[config.mk]
export PLATFORM = sky130hd
export DESIGN_NAME = mac_conventional_driver
export DESIGN_NICKNAME = d
export VERILOG_FILES = /design/src/rtl/mac_conventional_driver.sv
export SDC_FILE = /design/constraint.sdc
export NUM_CORES = 1
export LEC_CHECK = 0
export ABC_CLOCK_PERIOD_IN_PS = 5750
export CELL_PAD_IN_SITES_DETAIL_PLACEMENT = 2
export CELL_PAD_IN_SITES_GLOBAL_PLACEMENT = 2
export CORE_MARGIN = 3
export CORE_UTILIZATION = 32
export DETAILED_ROUTE_END_ITERATION = 8
export MAX_ROUTING_LAYER = met4
export PLACE_DENSITY = 0.9
export SLEW_MARGIN = 20
export SYNTH_ARGS = -nofsm -noshare
export SYNTH_HDL_FRONTEND = slang
export SYNTH_SLANG_ARGS = --single-unit
[constraint.sdc]
create_clock -name clk -period 5.75 [get_ports clk]
set_input_delay 0.8625 -clock clk [delete_from_list [all_inputs] [get_ports clk]]
set_output_delay 0.8625 -clock clk [all_outputs]
set_load 0.01 [all_outputs]
[src/rtl/mac_conventional_driver.sv]
// rtl/mac_conventional_driver.sv - operand sequencer and result capture for the conventional MAC array
// Optional build macro MAC_DRV_OVF_EN adds a wide shadow accumulator that flags results not fitting Z_WIDTH signed.
module mac_conventional_driver #(
  parameter int W_WIDTH    = 8,
  parameter int A_WIDTH    = 8,
  parameter int PLUS_WIDTH = 4,
  parameter int LEN_WIDTH  = 10,
  parameter int MAC_LAT    = 2,
  localparam int Z_WIDTH   = W_WIDTH + A_WIDTH + PLUS_WIDTH
) (
  input  logic                 clk,
  input  logic                 rst_n,
  input  logic                 start,
  input  logic [1:0]           cfg_w_mode,
  input  logic [1:0]           cfg_a_mode,
  input  logic [LEN_WIDTH-1:0] cfg_len,
  output logic                 busy,
  input  logic                 in_valid,
  output logic                 in_ready,
  input  logic [W_WIDTH-1:0]   in_w,
  input  logic [A_WIDTH-1:0]   in_a,
  output logic                 mac_rst,
  output logic                 mac_accu_rst,
  output logic [W_WIDTH-1:0]   mac_w,
  output logic [A_WIDTH-1:0]   mac_a,
  input  logic [Z_WIDTH-1:0]   mac_z,
  output logic                 res_valid,
  input  logic                 res_ready,
  output logic [Z_WIDTH-1:0]   res_z,
  output logic                 res_ovf
);

  typedef enum logic [2:0] {S_IDLE, S_CLEAR, S_STREAM, S_DRAIN, S_RESULT} state_t;

  function automatic logic [W_WIDTH-1:0] wmask_f(input logic [1:0] mode);
    if (mode == 2'd3) return '0;
    else return {W_WIDTH{1'b1}} << (W_WIDTH - (W_WIDTH >> mode));
  endfunction

  function automatic logic [A_WIDTH-1:0] amask_f(input logic [1:0] mode);
    if (mode == 2'd3) return '0;
    else return {A_WIDTH{1'b1}} << (A_WIDTH - (A_WIDTH >> mode));
  endfunction

  state_t               state_q, state_d;
  logic [LEN_WIDTH-1:0] len_q, len_d;
  logic [LEN_WIDTH-1:0] cnt_q, cnt_d;
  logic [W_WIDTH-1:0]   wmask_q, wmask_d;
  logic [A_WIDTH-1:0]   amask_q, amask_d;
  logic                 mac_rst_q, mac_rst_d;
  logic                 mac_accu_rst_q, mac_accu_rst_d;
  logic [W_WIDTH-1:0]   mac_w_q, mac_w_d;
  logic [A_WIDTH-1:0]   mac_a_q, mac_a_d;
  logic                 busy_q, busy_d;
  logic                 in_ready_q, in_ready_d;
  logic                 res_valid_q, res_valid_d;
  logic [Z_WIDTH-1:0]   res_z_q, res_z_d;

  logic                 accept;
  logic                 capture;
  logic [W_WIDTH-1:0]   w_m;
  logic [A_WIDTH-1:0]   a_m;

  assign accept  = (state_q == S_STREAM) && in_valid && in_ready_q;
  // The drain counter reuses cnt_q; MAC_LAT+1 bubble cycles flush the MAC pipeline.
  assign capture = (state_q == S_DRAIN) && (cnt_q == LEN_WIDTH'(MAC_LAT));
  assign w_m     = in_w & wmask_q;
  assign a_m     = in_a & amask_q;

  always_comb begin
    state_d     = state_q;
    len_d       = len_q;
    cnt_d       = cnt_q;
    wmask_d     = wmask_q;
    amask_d     = amask_q;
    res_valid_d = res_valid_q;
    res_z_d     = res_z_q;
    mac_rst_d   = 1'b0;
    mac_w_d     = '0;
    mac_a_d     = '0;
    case (state_q)
      S_IDLE: begin
        if (start && (cfg_len != '0)) begin
          len_d   = cfg_len;
          wmask_d = wmask_f(cfg_w_mode);
          amask_d = amask_f(cfg_a_mode);
          state_d = S_CLEAR;
        end
      end
      S_CLEAR: begin
        cnt_d   = '0;
        state_d = S_STREAM;
      end
      S_STREAM: begin
        if (accept) begin
          mac_w_d = w_m;
          mac_a_d = a_m;
          if (cnt_q == len_q - LEN_WIDTH'(1)) begin
            cnt_d   = '0;
            state_d = S_DRAIN;
          end else begin
            cnt_d = cnt_q + LEN_WIDTH'(1);
          end
        end
      end
      S_DRAIN: begin
        if (capture) begin
          res_z_d     = mac_z;
          res_valid_d = 1'b1;
          state_d     = S_RESULT;
        end else begin
          cnt_d = cnt_q + LEN_WIDTH'(1);
        end
      end
      S_RESULT: begin
        if (res_ready) begin
          res_valid_d = 1'b0;
          state_d     = S_IDLE;
        end
      end
      default: state_d = S_IDLE;
    endcase
    busy_d         = (state_d != S_IDLE);
    in_ready_d     = (state_d == S_STREAM);
    mac_accu_rst_d = (state_d == S_IDLE) || (state_d == S_CLEAR);
  end

  always_ff @(posedge clk or negedge rst_n) begin
    if (!rst_n) begin
      state_q        <= S_IDLE;
      len_q          <= '0;
      cnt_q          <= '0;
      wmask_q        <= '0;
      amask_q        <= '0;
      mac_rst_q      <= 1'b1;
      mac_accu_rst_q <= 1'b1;
      mac_w_q        <= '0;
      mac_a_q        <= '0;
      busy_q         <= 1'b0;
      in_ready_q     <= 1'b0;
      res_valid_q    <= 1'b0;
      res_z_q        <= '0;
    end else begin
      state_q        <= state_d;
      len_q          <= len_d;
      cnt_q          <= cnt_d;
      wmask_q        <= wmask_d;
      amask_q        <= amask_d;
      mac_rst_q      <= mac_rst_d;
      mac_accu_rst_q <= mac_accu_rst_d;
      mac_w_q        <= mac_w_d;
      mac_a_q        <= mac_a_d;
      busy_q         <= busy_d;
      in_ready_q     <= in_ready_d;
      res_valid_q    <= res_valid_d;
      res_z_q        <= res_z_d;
    end
  end

  assign busy         = busy_q;
  assign in_ready     = in_ready_q;
  assign mac_rst      = mac_rst_q;
  assign mac_accu_rst = mac_accu_rst_q;
  assign mac_w        = mac_w_q;
  assign mac_a        = mac_a_q;
  assign res_valid    = res_valid_q;
  assign res_z        = res_z_q;

`ifdef MAC_DRV_OVF_EN
  localparam int S_WIDTH = Z_WIDTH + LEN_WIDTH;

  logic signed [W_WIDTH+A_WIDTH:0] prod;
  logic signed [S_WIDTH-1:0]       shadow_q, shadow_d;
  logic [LEN_WIDTH:0]              shadow_top;
  logic                            res_ovf_q, res_ovf_d;

  assign prod = $signed({{(A_WIDTH+1){w_m[W_WIDTH-1]}}, w_m}) *
                $signed({{(W_WIDTH+1){1'b0}}, a_m});
  // Fits Z_WIDTH signed only when every bit above the Z sign bit copies it.
  assign shadow_top = shadow_q[S_WIDTH-1:Z_WIDTH-1];

  always_comb begin
    shadow_d  = shadow_q;
    res_ovf_d = res_ovf_q;
    if (state_q == S_CLEAR) shadow_d = '0;
    else if (accept) shadow_d = shadow_q + S_WIDTH'(prod);
    if (capture) res_ovf_d = !((&shadow_top) || (~|shadow_top));
  end

  always_ff @(posedge clk or negedge rst_n) begin
    if (!rst_n) begin
      shadow_q  <= '0;
      res_ovf_q <= 1'b0;
    end else begin
      shadow_q  <= shadow_d;
      res_ovf_q <= res_ovf_d;
    end
  end

  assign res_ovf = res_ovf_q;
`else
  assign res_ovf = 1'b0;
`endif

endmodule
* Word level (Yosys, flattened, before mapping)
Cells that the tools add are included.
Storage, ports and cells: bits in registers 80, latch bits 0, memory bits (writable) 0, ROM bits 0, input bits 55, output and inout port bits 42, word-level logic and storage cells 71, memories kept 0
Cells by class: add/sub/neg operators 4, $mul 0, div/mod/pow operators 0, order comparisons 0, equality and inequality tests 14, shifts and indexed selects 4, multiplexer cells 19, bitwise operators 2, reductions and logical operators 15
Operators by type and width (count):
- $shl 8x32->8 const A | 2
- $shr 4x2->32 const A | 2
- $sub 5x32->32 const A | 2
- $mux 8 | 6
- $mux 10 | 3
- $pmux 10 s3 | 1
- $and 8x8->8 | 2
- $mux 3 | 5
- $pmux 3 s5 | 1
- $add 10x1->10 const B | 1
- $eq 10x10->1 | 1
- $eq 10x2->1 const B | 1
- $reduce_bool 10->1 | 1
- $sub 10x1->10 const B | 1
- $eq 3x2->1 const B | 3
- $ne 2x2->1 const B | 4
- $eq 3x1->1 const B | 2
- $logic_not 3->1 | 2
- $reduce_and 3->1 | 2
- $reduce_bool 3->1 | 2
- $eq 2x2->1 const B | 2
- $logic_and 1x1->1 | 4
- $reduce_and 2->1 | 2
- $eq 3x3->1 const B | 1
- 4 further kinds | 5

* Depth between registers and ports, before layout
depth in word-level cells 7, gate-level depth with buffers 9, gate-level depth less buffers 8

* Worst setup path after synthesis
Ideal clock, no wire load.
path type reg-to-reg, start point register len_q[0], end point register cnt_q[2], library setup time 0.133 ns, arrival time 1.955 ns, required time 5.617 ns, path slack 3.663 ns, cell stages (with the launch flop) 7, buffers on the path 0, clock period less this slack 2.087 ns, path through dfrtp_1 -> or4_4 -> nor4b_2 -> xnor2_1 -> nand4_2 -> o31ai_4 -> nor2_1
On the way: word-level cells in the longest chain between the ends 5
RTL lines:
- from (decl) | RTL line 46 | logic [LEN_WIDTH-1:0] len_q, len_d;
- from (signal assigned) | RTL line 145 | len_q <= len_d;
- $sub 10x1->10 | RTL line 98 | if (cnt_q == len_q - LEN_WIDTH'(1)) begin
- $eq 10x10->1 | RTL line 98
- $mux 10 | RTL line 98
- $mux 10 | RTL line 95 | if (accept) begin
- $pmux 10 s3 | RTL line 81 | case (state_q)
- to (signal assigned) | RTL line 146 | cnt_q <= cnt_d;
- to (decl) | RTL line 47 | logic [LEN_WIDTH-1:0] cnt_q, cnt_d;
No other way between the ends. The select of a mux whose other input is x is not followed. A chain may end at the register's enable or synchronous reset.

* Worst setup path in the final report
start point register cnt_q[0], end point register res_z_q[10] (netlist: res_z[10])
On the way: word-level cells in the longest chain between the ends 3
RTL lines:
- $eq 10x2->1 | RTL line 66 | assign capture = (state_q == S_DRAIN) && (cnt_q == LEN_WIDTH'(MAC_LAT));
- $logic_and 1x1->1 | RTL line 66
- $reduce_and 2->1 (no line)
- to (signal assigned) | RTL line 156 | res_z_q <= res_z_d;
- to (decl) | RTL line 57 | logic [Z_WIDTH-1:0] res_z_q, res_z_d;
No other way between the ends.

==> flow_summary.ini <==
[placed_design]
hpwl_microns = 7440
gp_congestion = 0.753
io_buffers = 95
place_ws_ns = 2.87

[worst_setup_path]
cp_max_fo = 21
arrival_ns = 3.04
worstSetupStartpointType = flop
r2r_setup_slack_ns = 2.93
criticalPathCategory = reg2reg
worstPathRequired_ns = 5.97
end_kind = flop

[route]
drtPass1Iterations = 4
topRoutingLayerUsed = met4
drt-vias-per-instance = 4.90
antenna_left = 0
met3_length_microns = 342
wl_met2_microns = 5970
wirelength_microns = 10600
drc_errors = 0
met1_length_microns = 4120
drtIter0Drc = 99
vias = 2414
wire_per_inst_microns = 21.5

[synthesis]
seq_area_frac_synth_pct = 56.7
async_flop_share_pct = 100
ys.flop_type = dfrtp_1
yosysWarnings = 0
netlist_area_sq_mm = 0.00310
yosysUniqueCellTypes = 39
synth_edf_count = 0
synthCells = 258
ys_ff_latch = 70
avgSynthCellArea_sq_um = 12.0

[die]
core_sq_mm = 0.00933
die_height_microns = 104
ios = 97
core.rowCount = 35
initial_utilization_pct = 33.2
fp.dieW_microns = 104
die-area_sq_mm = 0.0109

[grt]
grt_pass1_vias = 2840
gr-total-overflow = 0
antenna_found_initial = 0
grt_first_pass_wirelength_microns = 16800
grt_max_degree = 71
grtUsageTotal_pct = 20.8

[timing]
rsz0062_at_grt = no
final.setup.worst_slack_ns = 2.93
fmax_mhz = 354
slew_headroom_pct = 30.6
drv_slew = 0
worstMarginPinSlew_ns = 1.04
fin_crit_sh_pct = 49.1
post-route-min-period_ns = 2.82
finalClockSkew_ns = 0.0133
hold_viol_final = 0
tns_ns = 0
setup_viol = 0

[run]
maxCapViolCount = 0

[final_layout]
mostFrequentLayoutCell = clkdlybuf4s50_1
nets = 417
nFillCells = 940
final_cell_mix = 94 x clkdlybuf4s50_1, 68 x dfrtp_1, 29 x mux2_2, 23 x nor2_1, 19 x and3_1
drive_gt1_share_pct = 16.5
area_growth_pct = 42.5
antenna-diode-count = 0

[clocking]
numCtsBuffers = 9
htreeDepth = 3
clk_path_buf_depth = 2
cts_setup_buffers = 0
post_cts_resized = 0
cts_tree = built
cts_hold_buffers = 0
clock_latency_ns = 0.35
clock-root-buffer = clkbuf_8
clkSlewWorstSetupHoldPaths_ns = 0.07
numClockSinks = 70

[hold_path]
hp-class = reg2reg

[power_and_ir_drop]
max-vdd-ir-drop_v = 0.000238
power_density_mw_per_mm2 = 469
p_leak_uw = 0.00192

[outcome]
outcome = completed
==> Yosys cell counts, types with 4 or more instances <==
library cell	number	area, sq um
and3_1	19	119
nor3_1	7	35.0
inv_1	9	33.8
nor4_1	4	25.0
a31oi_1	5	31.3
nand4_1	6	37.5
nand2b_1	5	31.3
dfrtp_1	68	1700
nor2_1	23	86.3
clkbuf_1	4	15.0
mux2_2	29	327
nand3b_1	4	30.0
nand2_1	9	33.8
xnor2_1	10	87.6
buf_2	5	25.0
xor2_1	12	105
nand3_1	4	20.0
a21oi_1	4	20.0
==> per-layer routing <==
layer  track usage (%)  vias up
li1                  -     1100
met1              23.0     1243
met2              37.6       60
met3              4.16       11
met4              6.65        0
met5                 -        -
==> worst max-delay path, cell delays in order, from the launching register on <==
cell,delay [ns]
dfrtp_1,0.51
inv_1,0.14
ha_1,0.18
and4b_1,0.28
and3_1,0.28
nor2b_2,0.87
mux2_2,0.44
==> per-stage QoR <==
stage / power [uW] / hold slack, ns / utilization (%) / std cells / instance area (sq um)
2_1_floorplan: 1210 / 0.491 / - / 259 / 3100
3_3_place_gp: 1530 / 0.488 / 45.0 / 477 / 4200
3_5_place_dp: 1620 / 0.495 / 45.0 / 477 / 4200
4_1_cts: 2100 / 0.511 / 47.3 / 493 / 4410
5_1_grt: 2190 / 0.524 / 47.3 / 493 / 4410
6_report: 2070 / 0.507 / 47.3 / 493 / 4410
==> power breakdown <==
| group | total, uW | switching [uW] | leakage (uW) | internal [uW] |
|---|---|---|---|---|
| Combinational | 790 | 376 | 0.000935 | 415 |
| Sequential | 834 | 177 | 0.000884 | 657 |
| Clock | 445 | 201 | 0.000106 | 244 |
==> flip-flops by register name (all words and copies together), names as in the netlist, 3 cells and up <==
name,count
len_q,10
res_z,20
state_q,3
cnt_q,10
mac_a,8
mac_w,8
amask_q,3
wmask_q,3
==> path summary, 6_finish.rpt <==
path	cells past startpoint	to	startpoint
worst min register to register	1	res_z[4]	res_z[4]
max in group asynchronous	2	len_q[4]	rst_n
worst min-delay path	1	res_z[4]	res_z[4]
worst max-delay path	6	res_z[10]	cnt_q[0]
min in group asynchronous	2	res_z[5]	rst_n
worst max register to register	6	res_z[10]	cnt_q[0]
==> kinds of logic after synthesis <==
group,Yosys count,synth area share (%)
compound gates,23,6.18
mux,29,10.5
other cells,1,0.121
flops,70,56.7
simple gates,91,16.4
fa+ha+maj,3,1.21
buf+inv,19,2.63
xor+xnor,22,6.22
==> final cells by class <==
class	instances	area (sq um)	share of cell area [%]
well taps	129	161	3.66
clock inverters	6	86.3	1.96
multi-input cells	170	1270	28.8
clock buffers	10	128	2.89
flip-flops and latches	70	1750	39.8
inverters	9	33.8	0.766
repair buffers	99	976	22.1
(Power assumes the default switching activity.)
